`src/rtl/mem_lab_pkg.sv`:
```
// Shared definitions for the memory-sweep lab controller.
//   state_e   : controller state encoding
//   SEG_ZERO  : active-low glyph for hex 0 (also the display after reset)
//   HEX_GLYPH : active-low {g,f,e,d,c,b,a} glyphs for hex 0..F
package mem_lab_pkg;

  typedef enum logic [2:0] {
    ST_IDLE,
    ST_READ,
    ST_CAPT,
    ST_WRITE,
    ST_SHOW,
    ST_NEXT,
    ST_DONE
  } state_e;

  localparam logic [6:0] SEG_ZERO = 7'b1000000;

  // b and d are the lowercase glyphs so they stay distinct from 8 and 0.
  localparam logic [6:0] HEX_GLYPH [16] = '{
    SEG_ZERO,     // 0
    7'b1111001,   // 1
    7'b0100100,   // 2
    7'b0110000,   // 3
    7'b0011001,   // 4
    7'b0010010,   // 5
    7'b0000010,   // 6
    7'b1111000,   // 7
    7'b0000000,   // 8
    7'b0010000,   // 9
    7'b0001000,   // A
    7'b0000011,   // b
    7'b1000110,   // C
    7'b0100001,   // d
    7'b0000110,   // E
    7'b0001110    // F
  };

endpackage

```
`src/rtl/hex_to_7seg.sv`:
```
// Combinational hex digit decoder.
//   nibble : 4-bit value to display
//   seg_n  : active-low segments {g,f,e,d,c,b,a}
module hex_to_7seg
  import mem_lab_pkg::*;
(
  input  logic [3:0] nibble,
  output logic [6:0] seg_n
);

  assign seg_n = HEX_GLYPH[nibble];

endmodule

```
`src/rtl/mem_sweep_fsm.sv`:
```
// Memory sweep controller: walks START_ADDR..END_ADDR of a synchronous
// single-port RAM (1-cycle read latency), optionally writes back each word
// plus INCR, and shows the current word in hex on NUM_DIGITS displays.
//   clk, rst        : clock, asynchronous active-high reset
//   start           : begin a sweep from IDLE/DONE (ignored while busy)
//   mode, wrap      : 1 = read-increment-write / loop forever; latched on start
//   pause           : stalls the per-word hold counter while in SHOW
//   mem_addr/we/wdata, mem_rdata : RAM interface
//   busy, done      : status
//   cur_addr        : address of the word currently displayed
//   seg             : NUM_DIGITS active-low 7-seg digits, digit 0 in bits [6:0]
module mem_sweep_fsm
  import mem_lab_pkg::*;
#(
  parameter int DATA_WIDTH  = 16,
  parameter int ADDR_WIDTH  = 8,
  parameter int NUM_DIGITS  = 4,
  parameter int START_ADDR  = 0,
  parameter int END_ADDR    = 15,
  parameter int HOLD_CYCLES = 25000000,
  parameter int INCR        = 1
) (
  input  logic                    clk,
  input  logic                    rst,
  input  logic                    start,
  input  logic                    mode,
  input  logic                    wrap,
  input  logic                    pause,
  output logic [ADDR_WIDTH-1:0]   mem_addr,
  output logic                    mem_we,
  output logic [DATA_WIDTH-1:0]   mem_wdata,
  input  logic [DATA_WIDTH-1:0]   mem_rdata,
  output logic                    busy,
  output logic                    done,
  output logic [ADDR_WIDTH-1:0]   cur_addr,
  output logic [7*NUM_DIGITS-1:0] seg
);

  localparam int CNT_W = (HOLD_CYCLES > 1) ? $clog2(HOLD_CYCLES) : 1;
  localparam logic [CNT_W-1:0]      CNT_LAST = CNT_W'(HOLD_CYCLES - 1);
  localparam logic [ADDR_WIDTH-1:0] A_START  = ADDR_WIDTH'(START_ADDR);
  localparam logic [ADDR_WIDTH-1:0] A_END    = ADDR_WIDTH'(END_ADDR);
  localparam logic [DATA_WIDTH-1:0] D_INCR   = DATA_WIDTH'(INCR);

  state_e                  state_q, state_d;
  logic [ADDR_WIDTH-1:0]   addr_q, addr_d;
  logic [ADDR_WIDTH-1:0]   cur_addr_q, cur_addr_d;
  logic [DATA_WIDTH-1:0]   data_q, data_d;
  logic [DATA_WIDTH-1:0]   disp_q, disp_d;
  logic [CNT_W-1:0]        cnt_q, cnt_d;
  logic                    mode_q, mode_d;
  logic                    wrap_q, wrap_d;
  logic [DATA_WIDTH-1:0]   wr_val;

  assign wr_val = data_q + D_INCR;

  always_ff @(posedge clk or posedge rst) begin
    if (rst) begin
      state_q    <= ST_IDLE;
      addr_q     <= A_START;
      cur_addr_q <= A_START;
      data_q     <= '0;
      disp_q     <= '0;
      cnt_q      <= '0;
      mode_q     <= 1'b0;
      wrap_q     <= 1'b0;
    end else begin
      state_q    <= state_d;
      addr_q     <= addr_d;
      cur_addr_q <= cur_addr_d;
      data_q     <= data_d;
      disp_q     <= disp_d;
      cnt_q      <= cnt_d;
      mode_q     <= mode_d;
      wrap_q     <= wrap_d;
    end
  end

  always_comb begin
    state_d    = state_q;
    addr_d     = addr_q;
    cur_addr_d = cur_addr_q;
    data_d     = data_q;
    disp_d     = disp_q;
    cnt_d      = cnt_q;
    mode_d     = mode_q;
    wrap_d     = wrap_q;
    unique case (state_q)
      ST_IDLE, ST_DONE: begin
        if (start) begin
          mode_d  = mode;
          wrap_d  = wrap;
          addr_d  = A_START;
          state_d = ST_READ;
        end
      end
      // Address is presented here; the RAM returns the word next cycle.
      ST_READ: state_d = ST_CAPT;
      ST_CAPT: begin
        data_d = mem_rdata;
        if (mode_q) begin
          state_d = ST_WRITE;
        end else begin
          disp_d     = mem_rdata;
          cur_addr_d = addr_q;
          state_d    = ST_SHOW;
        end
      end
      ST_WRITE: begin
        disp_d     = wr_val;
        cur_addr_d = addr_q;
        state_d    = ST_SHOW;
      end
      ST_SHOW: begin
        if (!pause) begin
          if (cnt_q == CNT_LAST) begin
            cnt_d   = '0;
            state_d = ST_NEXT;
          end else begin
            cnt_d = cnt_q + CNT_W'(1);
          end
        end
      end
      ST_NEXT: begin
        if (addr_q == A_END) begin
          if (wrap_q) begin
            addr_d  = A_START;
            state_d = ST_READ;
          end else begin
            state_d = ST_DONE;
          end
        end else begin
          addr_d  = addr_q + ADDR_WIDTH'(1);
          state_d = ST_READ;
        end
      end
      default: state_d = ST_IDLE;
    endcase
  end

  // Outputs decode straight from state so an async reset drops mem_we at once.
  assign mem_addr  = addr_q;
  assign mem_we    = (state_q == ST_WRITE);
  assign mem_wdata = mem_we ? wr_val : '0;
  assign busy      = (state_q != ST_IDLE) && (state_q != ST_DONE);
  assign done      = (state_q == ST_DONE);
  assign cur_addr  = cur_addr_q;

  // Digits past the top of the data word show a zero nibble.
  for (genvar i = 0; i < NUM_DIGITS; i++) begin : g_digit
    logic [3:0] nib;
    if (4*i + 4 <= DATA_WIDTH) begin : g_full
      assign nib = disp_q[4*i+3:4*i];
    end else if (4*i < DATA_WIDTH) begin : g_part
      assign nib = 4'(disp_q[DATA_WIDTH-1:4*i]);
    end else begin : g_none
      assign nib = 4'd0;
    end
    hex_to_7seg u_hex (
      .nibble (nib),
      .seg_n  (seg[7*i+6:7*i])
    );
  end

endmodule

```
`config.mk`:
```
export PLATFORM = sky130hd
export DESIGN_NAME = mem_sweep_fsm
export DESIGN_NICKNAME = d
export VERILOG_FILES = /design/src/rtl/mem_lab_pkg.sv /design/src/rtl/hex_to_7seg.sv /design/src/rtl/mem_sweep_fsm.sv
export SDC_FILE = /design/constraint.sdc
export NUM_CORES = 1
export LEC_CHECK = 0
export CELL_PAD_IN_SITES_DETAIL_PLACEMENT = 1
export CELL_PAD_IN_SITES_GLOBAL_PLACEMENT = 1
export CORE_ASPECT_RATIO = 0.75
export CORE_MARGIN = 2
export CORE_UTILIZATION = 37
export DETAILED_ROUTE_END_ITERATION = 6
export GPL_TIMING_DRIVEN = 0
export PLACE_DENSITY = 0.8
export SETUP_SLACK_MARGIN = 0.2
export SYNTH_ARGS = -nofsm -noshare
export SYNTH_HDL_FRONTEND = slang
export SYNTH_SLANG_ARGS = --single-unit
```
`constraint.sdc`:
```
create_clock -name clk -period 2.6 [get_ports clk]
set_clock_uncertainty 0.1 [all_clocks]
set_input_delay 0.52 -clock clk [delete_from_list [all_inputs] [get_ports clk]]
set_output_delay 0.52 -clock clk [all_outputs]
set_load 0.02 [all_outputs]
```
==> reports/metrics.yaml <==
drt:
  drcViolationCount: 0
  avgRoutedWirePerCell_um: 20.5
  viasPerCell: 5.54
  num_vias: 4691
  final_antenna_net_count: 0
  dr.pass1.iters: 4
  drt_iter0_markers: 300
  drt_wl_total_um: 17300
yosys:
  ys_warn_count: 0
  synth_edf_count: 0
  synthFlopType: "dfrtp_1"
  ys_seq_elements: 78
  ys_async_sr_fraction_pct: 100
  yosys.area.top_type_share_pct: 39.5
  synth.cell_area_um2: 4940
  synth-seq-area-share_pct: 39.5
  syn_nets: 582
  synth.area.top_cells: "dfrtp_1, ha_1, nand2_1"
  synth_area_leader_cell: "dfrtp_1"
  yosysUniqueCellTypes: 51
  postSynthAreaPerCell_um2: 9.27
  synthCells: 533
grt:
  first_global_vias: 5047
  grt_pass1_wl_um: 26700
  grt_antenna_before_repair: 1
  grt_max_degree: 38
  grt_overflow_total: 0
  grt_util_all_layers_pct: 23.6
critical_path:
  critPathKind: "reg2out"
  crit_fanout: 5
  crit_arrival_ps: 1890
  path_buf_inv: 2
  cp.required_ps: 1980
  cp_top_family: "simple AND/OR/NAND/NOR gates"
  worst_path_max_delay_cell: "dfrtp_2"
  critPathCaptureType: "primary output"
  critPathMaxStageDelay_ps: 430
  crit_path_cell_trace: "ha_4 > nand4_1 > buf_4 > nor2b_4 > xnor2_2 > nor2_2 > buf_6"
  worstSetupStartpointType: "register"
timing:
  relSlewSlack_pct: 40.7
  timing.final.crit_share_pct: 96.4
  fmax_ghz: 0.399
  period_minus_slack_ps: 2510
  worst_pin_slew_ps: 885
  holdWs_ps: 388
  rsz0062_at_grt: "true"
  drv_slew: 0
  timing.final.ws_setup_ps: 94.8
  hold_viol: 0
  setup_violations: 0
  finalSetupTns_ps: 0
placed_design:
  numPortBuffers: 84
  place_inst: 790
  place_ws_ps: -523
  hpwl_um: 11100
  finalWeightedCongestion: 0.823
  postPlaceCellArea_um2: 6040
finish:
  fillCellCount: 1458
  fin_area_um2: 6990
  final_nets: 720
  area_delta_synth_final_pct: 41.4
  final_common_cell: "dfrtp_1"
  layout-drive-gt1-share_pct: 32.0
  final_util_pct: 53.7
  instances_no_fill: 847
  insertedDiodeCount: 0
  final_cell_mix: "dfrtp_1, nand2_1, nor2_1"
clock_network:
  root_buffer: "clkbuf_16"
  htreeDepth: 3
  cts_made_buffers: 9
  clock-sinks: 78
  clock_path_buffers: 2
  clk_pin_slew_ps: 60
  cts_tree: "built"
  clk_latency_ps: 340
pwr:
  vdd_drop_max_v: 0.000790
  power.density_nw_per_um2: 1260
  leakage_nw: 3.13
  fin_total_pwr_mw: 8.82
outcome:
  status: "finished clean"
hold_path:
  min_path_type: "reg2reg"
job:
  max-cap-violations: 0
die:
  initial_utilization_pct: 37.9
  fp.dieW_um: 137
  fp-row-count: 36
  io_pins: 85
  fp.dieH_um: 104
  dieArea_um2: 14300
  core_um2: 13000
## registers in the layout, indices dropped and copies added (netlist names)
register,flops
data_q,16
state_q,3
mode_q,1
mem_addr,8
wrap_q,1
disp_q,16
cur_addr,8
cnt_q,25
## path summary, 6_finish.rpt
| path | end | slack (ps) | startpoint | cells after the start |
|---|---|---|---|---|
| max | mem_wdata[8] | 90 | data_q[0] | 7 |
| min | cnt_q[9] | 390 | cnt_q[9] | 1 |
| max reg2reg | data_q[1] | 250 | state_q[2] | 4 |
| min reg2reg | cnt_q[9] | 390 | cnt_q[9] | 1 |
| max in group asynchronous | data_q[8] | 1340 | rst | 3 |
| min in group asynchronous | cnt_q[3] | 480 | rst | 2 |
## final cells by class
class	count	area (um^2)	area share (%)
timing repair buffer	127	1120	16.1
buffer	20	131	1.88
clock inverter	3	42.5	0.609
clock buffer	13	260	3.73
multi-input combinational	415	3150	45.0
tap	171	214	3.06
sequential	78	1970	28.2
inverter	20	98.8	1.42
## cell families after synthesis
logic type                 synth area share [%]
AOI/OAI and AO/OA                          12.7
muxes                                      9.63
buffers and inverters                      3.19
DFF                                        39.5
xor gates and xnor gates                   5.85
and+or+nand+nor                            22.3
adders and majority gates                  6.84
## per-layer routing
metal  routed length [um]  share of wire (%)  track usage, %  up-vias
met5                   16              0.092               0        -
met3                  850                4.9            5.75       28
li1                     -                  -               -     2159
met2                 8400                 48            38.0      132
met4                  304                1.8            6.70        2
met1                 7760                 45            31.3     2370
## synthesized netlist by cell type, types with 2 or more instances
library cell,count
inv_1,19
nor2_1,55
nor4_1,8
nor3_1,13
mux2i_1,16
a21o_1,7
clkbuf_1,14
o21ai_0,18
nor4b_1,2
mux4_2,4
o31ai_1,3
or3b_2,3
a32o_1,3
or2_2,2
o211a_1,2
nor2b_1,10
a31oi_1,6
buf_1,2
nand4_1,9
mux2_2,20
a21oi_1,29
dfrtp_1,78
o22ai_1,7
and2_1,4
and4_1,4
xor2_1,10
nand2b_1,8
xnor2_1,23
a211oi_1,2
nand2_1,62
o21bai_1,4
a22o_1,10
ha_1,27
and3_1,15
nand3_1,16
buf_2,3
## where the power goes
part | total [mW] | internal, mW | switching (mW)
registers | 2.16 | 1.61 | 0.549
clock network | 1.30 | 0.796 | 0.501
logic | 5.36 | 2.47 | 2.90
## worst register-to-register path, cell delays in order, from the launching register on
cell      delay, ps
dfrtp_1         470
nand2b_1        270
nor2_1          570
buf_2           420
mux2_2          400
## repair_timing
item	CTS	global route
endpoints found under the setup margin	47	51
pin swaps	4	16
resized for setup	215	97
setup buffers	28	13
hold buffers	0	0
Power figures use the tool's default switching activity.
